--- config.mk ---
export PLATFORM = sky130hd
export DESIGN_NAME = product_accumulator
export DESIGN_NICKNAME = d
export VERILOG_FILES = /design/src/rtl/product_accumulator.sv
export SDC_FILE = /design/constraint.sdc
export NUM_CORES = 1
export LEC_CHECK = 0
export CAP_MARGIN = 20
export CORE_MARGIN = 2
export CORE_UTILIZATION = 62
export CTS_BUF_LIST = sky130_fd_sc_hd__clkbuf_4 sky130_fd_sc_hd__clkbuf_8
export CTS_CLUSTER_DIAMETER = 40
export CTS_CLUSTER_SIZE = 16
export DETAILED_ROUTE_END_ITERATION = 10
export GPL_ROUTABILITY_DRIVEN = 0
export GPL_TIMING_DRIVEN = 0
export PLACE_DENSITY_LB_ADDON = 0.15
export SYNTH_ARGS = -nofsm -noshare
export SYNTH_HDL_FRONTEND = slang
export SYNTH_SLANG_ARGS = --single-unit
--- constraint.sdc ---
create_clock -name clk -period 6.5 [get_ports clk]
set_input_delay 1.3 -clock clk [delete_from_list [all_inputs] [get_ports clk]]
set_output_delay 1.3 -clock clk [all_outputs]
set_load 0.005 [all_outputs]
--- src/rtl/product_accumulator.sv ---
// Sums 8-bit multiplier products into an ACC_W-bit accumulator and reads it out byte-serially, LSB first.
// Optional build macro: PACC_SAT_EN (clamp the accumulator on overflow instead of wrapping).
module product_accumulator #(
    parameter int unsigned ACC_W = 16,
    parameter int unsigned CNT_W = 4
) (
    input  logic             clk,
    input  logic             rst_n,
    input  logic             ena,
    input  logic [7:0]       prod_in,
    input  logic             prod_valid,
    input  logic             clear,
    input  logic             rd_start,
    output logic             busy,
    output logic [7:0]       byte_out,
    output logic             byte_valid,
    output logic [CNT_W-1:0] count,
    output logic             overflow
);

    localparam int unsigned NBYTES = ACC_W / 8;
    localparam int unsigned IDX_W  = (NBYTES > 1) ? $clog2(NBYTES) : 1;
    localparam logic [CNT_W-1:0] CNT_MAX  = '1;
    localparam logic [IDX_W-1:0] LAST_IDX = IDX_W'(NBYTES - 1);

    typedef enum logic {
        IDLE = 1'b0,
        READ = 1'b1
    } state_t;

    state_t                  state;
    logic [ACC_W-1:0]        acc;
    logic [NBYTES-1:0][7:0]  snap;
    logic [IDX_W-1:0]        rd_idx;
    logic                    byte_valid_q;
    logic [ACC_W:0]          sum_c;

    // One extra bit on the sum exposes the carry used for overflow detection.
    assign sum_c = {1'b0, acc} + (ACC_W + 1)'(prod_in);

    // Accumulator, product count and sticky overflow.
    always_ff @(posedge clk or negedge rst_n) begin
        if (!rst_n) begin
            acc      <= '0;
            count    <= '0;
            overflow <= 1'b0;
        end else if (ena) begin
            if (clear) begin
                acc      <= '0;
                count    <= '0;
                overflow <= 1'b0;
            end else if (prod_valid) begin
                count <= (count == CNT_MAX) ? count : count + CNT_W'(1);
                if (sum_c[ACC_W]) begin
                    overflow <= 1'b1;
`ifdef PACC_SAT_EN
                    acc <= '1;
`else
                    acc <= sum_c[ACC_W-1:0];
`endif
                end else begin
                    acc <= sum_c[ACC_W-1:0];
                end
            end
        end
    end

    // Readout FSM: snapshot on request, then one byte per cycle.
    always_ff @(posedge clk or negedge rst_n) begin
        if (!rst_n) begin
            state        <= IDLE;
            snap         <= '0;
            rd_idx       <= '0;
            byte_out     <= '0;
            byte_valid_q <= 1'b0;
        end else if (ena) begin
            case (state)
                IDLE: begin
                    byte_valid_q <= 1'b0;
                    if (rd_start) begin
                        snap   <= acc;
                        rd_idx <= '0;
                        state  <= READ;
                    end
                end
                READ: begin
                    byte_out     <= snap[rd_idx];
                    byte_valid_q <= 1'b1;
                    if (rd_idx == LAST_IDX) begin
                        rd_idx <= '0;
                        state  <= IDLE;
                    end else begin
                        rd_idx <= rd_idx + IDX_W'(1);
                    end
                end
                default: state <= IDLE;
            endcase
        end
    end

    // A frozen pipeline must not present a held byte as new data.
    assign byte_valid = byte_valid_q & ena;
    assign busy       = (state == READ);

endmodule

; ---- Yosys cells after proc, flatten, opt, wreduce, memory -nomap -nowiden
; Index checks and enable logic that the tools add are counted.
[totals]
inputBits = 14
output_inout_bits = 15
ff_bits = 48
wordCells = 43
[op_classes]
n_bitwise = 2
n_reduce_logical = 8
muxes = 17
magnitude_cmp = 1
n_addsub = 3
n_eq_ne = 3
[op_table]
columns = op, count
row1 = $mux W16, 2
row2 = $add A16 B8 Y17, 1
row3 = $mux W8, 2
row4 = $mux W4, 3
row5 = $reduce_and A3 Y1, 3
row6 = $mux W1, 7
row7 = $pmux W1 S2, 3
row8 = $reduce_and A2 Y1, 3
row9 = $add A4 B1 Y4 const B, 1
row10 = $eq A4 B4 Y1 const B, 1
row11 = $ne A2 B2 Y1 const B, 2
row12 = $reduce_bool A2 Y1, 2
row13 = $lt A1 B2 Y1 const B, 1
row14 = $add A1 B1 Y1 const B, 1
row15 = $and A1 B1 Y1, 1
row16 = $not A1 Y1, 1

; ---- Depth between registers and ports, before layout
[depth]
ltp_word = 4
mapped_depth = 9
mapped_depth_nobuf = 9

; ---- Worst setup path before layout
; OpenSTA, ideal clock, no wires.
[synth_timing]
kind = in2reg
start = input port prod_in[0]
end = register acc[12]
required_ns = 6.423
n_path_buf = 0
setup_slack_ns = 3.510
arrival_time_ns = 2.913
path_stages = 9
setup_ns = 0.077
cell_sequence = ha_1 inv_1 fa_1 nor2b_1 o21ai_1 a21oi_2 o211ai_2 or3_1 a21oi_1
[synth_between]
elab_chain_len = 3
[synth_rtl]
columns = item, line_no
row1 = "start, declared", 10  ; input logic [7:0] prod_in,
row2 = $add A16 B8 Y17, 39  ; assign sum_c = {1'b0, acc} + (ACC_W + 1)'(prod_in);
row3 = $mux W16, 52  ; end else if (prod_valid) begin
row4 = $mux W16, 48  ; if (clear) begin
row5 = "end signal, assigned", 59  ; acc <= sum_c[ACC_W-1:0];
row6 = "end signal, assigned", 62  ; acc <= sum_c[ACC_W-1:0];
row7 = "end, declared", 32  ; logic [ACC_W-1:0] acc;
; Every way passes these cells. The select of a mux whose other input is x is not followed.
; A chain may end at the register's enable or synchronous reset.

; ---- Final worst setup path
[layout_timing]
start = input port ena
end = output port byte_valid
[layout_between]
elab_chain_len = 1
[layout_rtl]
columns = item, line_no
row1 = "start, declared", 9  ; input logic ena,
row2 = $and A1 B1 Y1, 102  ; assign byte_valid = byte_valid_q & ena;
row3 = "end, declared", 16  ; output logic byte_valid,
; Every way passes these cells.

==> results.sh <==
export IMPL_gr_total_overflow=0
export IMPL_wl_per_cell_um=15.85
export IMPL_grt_pass1_wl_um=8500
export IMPL_fin_skew_ns=0.004517
export IMPL_wl_um=5055
export IMPL_nets=294
export IMPL_die_y_um=66.81
export IMPL_worstPathRequired_ns=5.20
export IMPL_post_cts_resized=0
export IMPL_synthesis_area_um2=2446
export IMPL_synthTopCellsByCount="dfrtp_1, nand2_1, o21ai_0, a21oi_1, nor2_1"
export IMPL_r2r_cells=9
export IMPL_power_density_nw_per_um2=347.2
export IMPL_ys_top_cells_by_area="dfrtp_1, mux2_2, ha_1"
export IMPL_rows=22
export IMPL_clock_path_buffers=2
export IMPL_status="complete, no violations"
export IMPL_yosysMostFrequentCell="dfrtp_1"
export IMPL_start_util=0.6582
export IMPL_start_kind="input pin"
export IMPL_area_growth_synth_to_final_pct=17.70
export IMPL_tns_ns=0
export IMPL_grt_max_degree=39
export IMPL_synth_flop_cell="dfrtp_1"
export IMPL_p_leak_nw=1.275
export IMPL_cts_root_buf="clkbuf_8"
export IMPL_fin_area_um2=2879
export IMPL_drt_first_pass_iters=4
export IMPL_cp_slowest_cell="clkdlybuf4s50_1"
export IMPL_cp_cell_sequence="buf_2 > and2_1 > clkdlybuf4s50_1"
export IMPL_ctsHoldBuffers=0
export IMPL_clock_latency_ns=0.30
export IMPL_die_area_um2=4464
export IMPL_synth_top_area_share=0.4910
export IMPL_fmax_mhz=293.0
export IMPL_vias=1910
export IMPL_cts_buffers=5
export IMPL_rsz0062_at_grt="false"
export IMPL_maxSlewViolCount=0
export IMPL_postPlaceCellArea_um2=2781
export IMPL_setup_violations=0
export IMPL_max_stage_delay_ns=0.49
export IMPL_cap_violations=0
export IMPL_syn_avg_cell_area_um2=10.36
export IMPL_ant_nets=0
export IMPL_finalCriticalPeriod_ns=3.413
export IMPL_synth_seq_cells=48
export IMPL_hold_violations=0
export IMPL_ios=29
export IMPL_io_buffers=26
export IMPL_drive_gt1_frac=0.1070
export IMPL_drtIter0Drc=77
export IMPL_cp_max_fo=10
export IMPL_grt_use_total=0.2565
export IMPL_tightest_slew_ns=0.6928
export IMPL_fin_crit_sh=0.5251
export IMPL_dp_hpwl_um=3769
export IMPL_via_per_inst=5.987
export IMPL_cts_htree_levels=2
export IMPL_worstPathArrival_ns=2.11
export IMPL_drc=0
export IMPL_synth_largest_area_cell="dfrtp_1"
export IMPL_n_antenna_cell=0
export IMPL_core_area_um2=3716
export IMPL_cts_sinks=48
export IMPL_path_clk_slew_ns=0.09
export IMPL_critical_path_class="in2out"
export IMPL_async_flop_share=1.000
export IMPL_post_cts_buffers=0
export IMPL_hold_depth=1
export IMPL_synth_distinct_cells=47
export IMPL_synth_edff_count=0
export IMPL_syn_inst=236
export IMPL_cts_tree="yes"
export IMPL_cp_end_kind="output port"
export IMPL_hold_path_class="reg2reg"
export IMPL_yosysWarnings=0
export IMPL_fill_cells=250
export IMPL_ir_drop_uv=174.4
export IMPL_synth_yosys_seq_area_share=0.4910
export IMPL_relSlewSlack=0.5381
export IMPL_antenna_found_initial=0
export IMPL_die_x_um=66.81
export IMPL_grt_pass1_vias=1910
export IMPL_syn_num_nets=260
[sequential cells by signal, indices dropped and copies added, names as in the netlist]
name	cells
acc	16
snap	16
byte_out	8
count	4
busy	1
byte_valid_q	1
overflow	1
rd_idx	1
[layer usage]
metal,vias to the layer above,part of all wire,wire (um),track usage
li1,912,-,-,-
met1,927,0.42,2126,0.3236
met2,55,0.50,2517,0.4213
met3,16,0.056,282,0.05068
met4,0,0.025,128,0.1250
met5,-,0,0,0
[through the flow]
step	std cells	util	hold slack, ns	worst slack [ns]	power [W]
after global routing	319	0.7747	0.5340	2.934	0.001066
after floorplan	236	-	0.4492	3.510	0.0006711
after CTS	319	0.7747	0.5081	3.082	0.001004
after global placement	310	0.7444	0.4639	2.781	0.0007960
after detailed placement	311	0.7485	0.4874	2.816	0.0008153
final	319	0.7747	0.5061	3.087	0.0009996
[placed cells by master (no fill, tap or decap), drive strengths merged, types with 6 or more instances in the layout]
master         netlist  final
mux2i                9      9
o21ai               20     20
clkdlybuf4s50        0     25
nand2               19     19
clkbuf               8     14
ha                   9      9
mux2                13     13
nor2                18     18
or3                  6      6
a21oi               19     19
inv                 11     11
dfrtp               48     48
[power breakdown]
group	internal (W)	leakage [nW]	total, W	switching, W
Sequential	0.000387	0.621	0.000453	0.0000661
Clock	0.0000862	0.0434	0.000190	0.000103
Combinational	0.000190	0.611	0.000357	0.000167
[layout make-up]
class                           instances  area [um^2]  area share
Clock inverter                          2        15.01    0.005215
Tap cell                               48        60.06     0.02086
Timing Repair Buffer                   27        275.3     0.09561
Buffer                                 10        38.79     0.01347
Inverter                               11        41.29     0.01434
Sequential cell                        48         1201      0.4172
Clock buffer                            6        82.58     0.02868
Multi-Input combinational cell        167         1165      0.4046
[cells by family (layout without fill, tap and decap cells)]
kind of cell,after synthesis,count (layout),synth area share
and+or+nand+nor,68,68,0.1463
AOI/OAI and AO/OA,61,61,0.1576
adders and majority gates,10,10,0.05422
DFF,48,48,0.4910
xor gates and xnor gates,6,6,0.02148
muxes,22,22,0.09668
buffers and inverters,21,56,0.03273
[worst max-delay path: cells and delay by family]
family	cells	cell delay [ns]
buffers and inverters	2	0.67
and+or+nand+nor	1	0.15
[path summary, 6_finish.rpt]
path,from,end,slack [ns]
max,ena,byte_valid,3.09
min,byte_valid_q,byte_valid_q,0.51
max reg2reg,acc[0],acc[14],4.15
min reg2reg,byte_valid_q,byte_valid_q,0.51
max in group asynchronous,rst_n,acc[9],5.16
min in group asynchronous,rst_n,byte_valid_q,0.86
(Power assumes the default switching activity.)
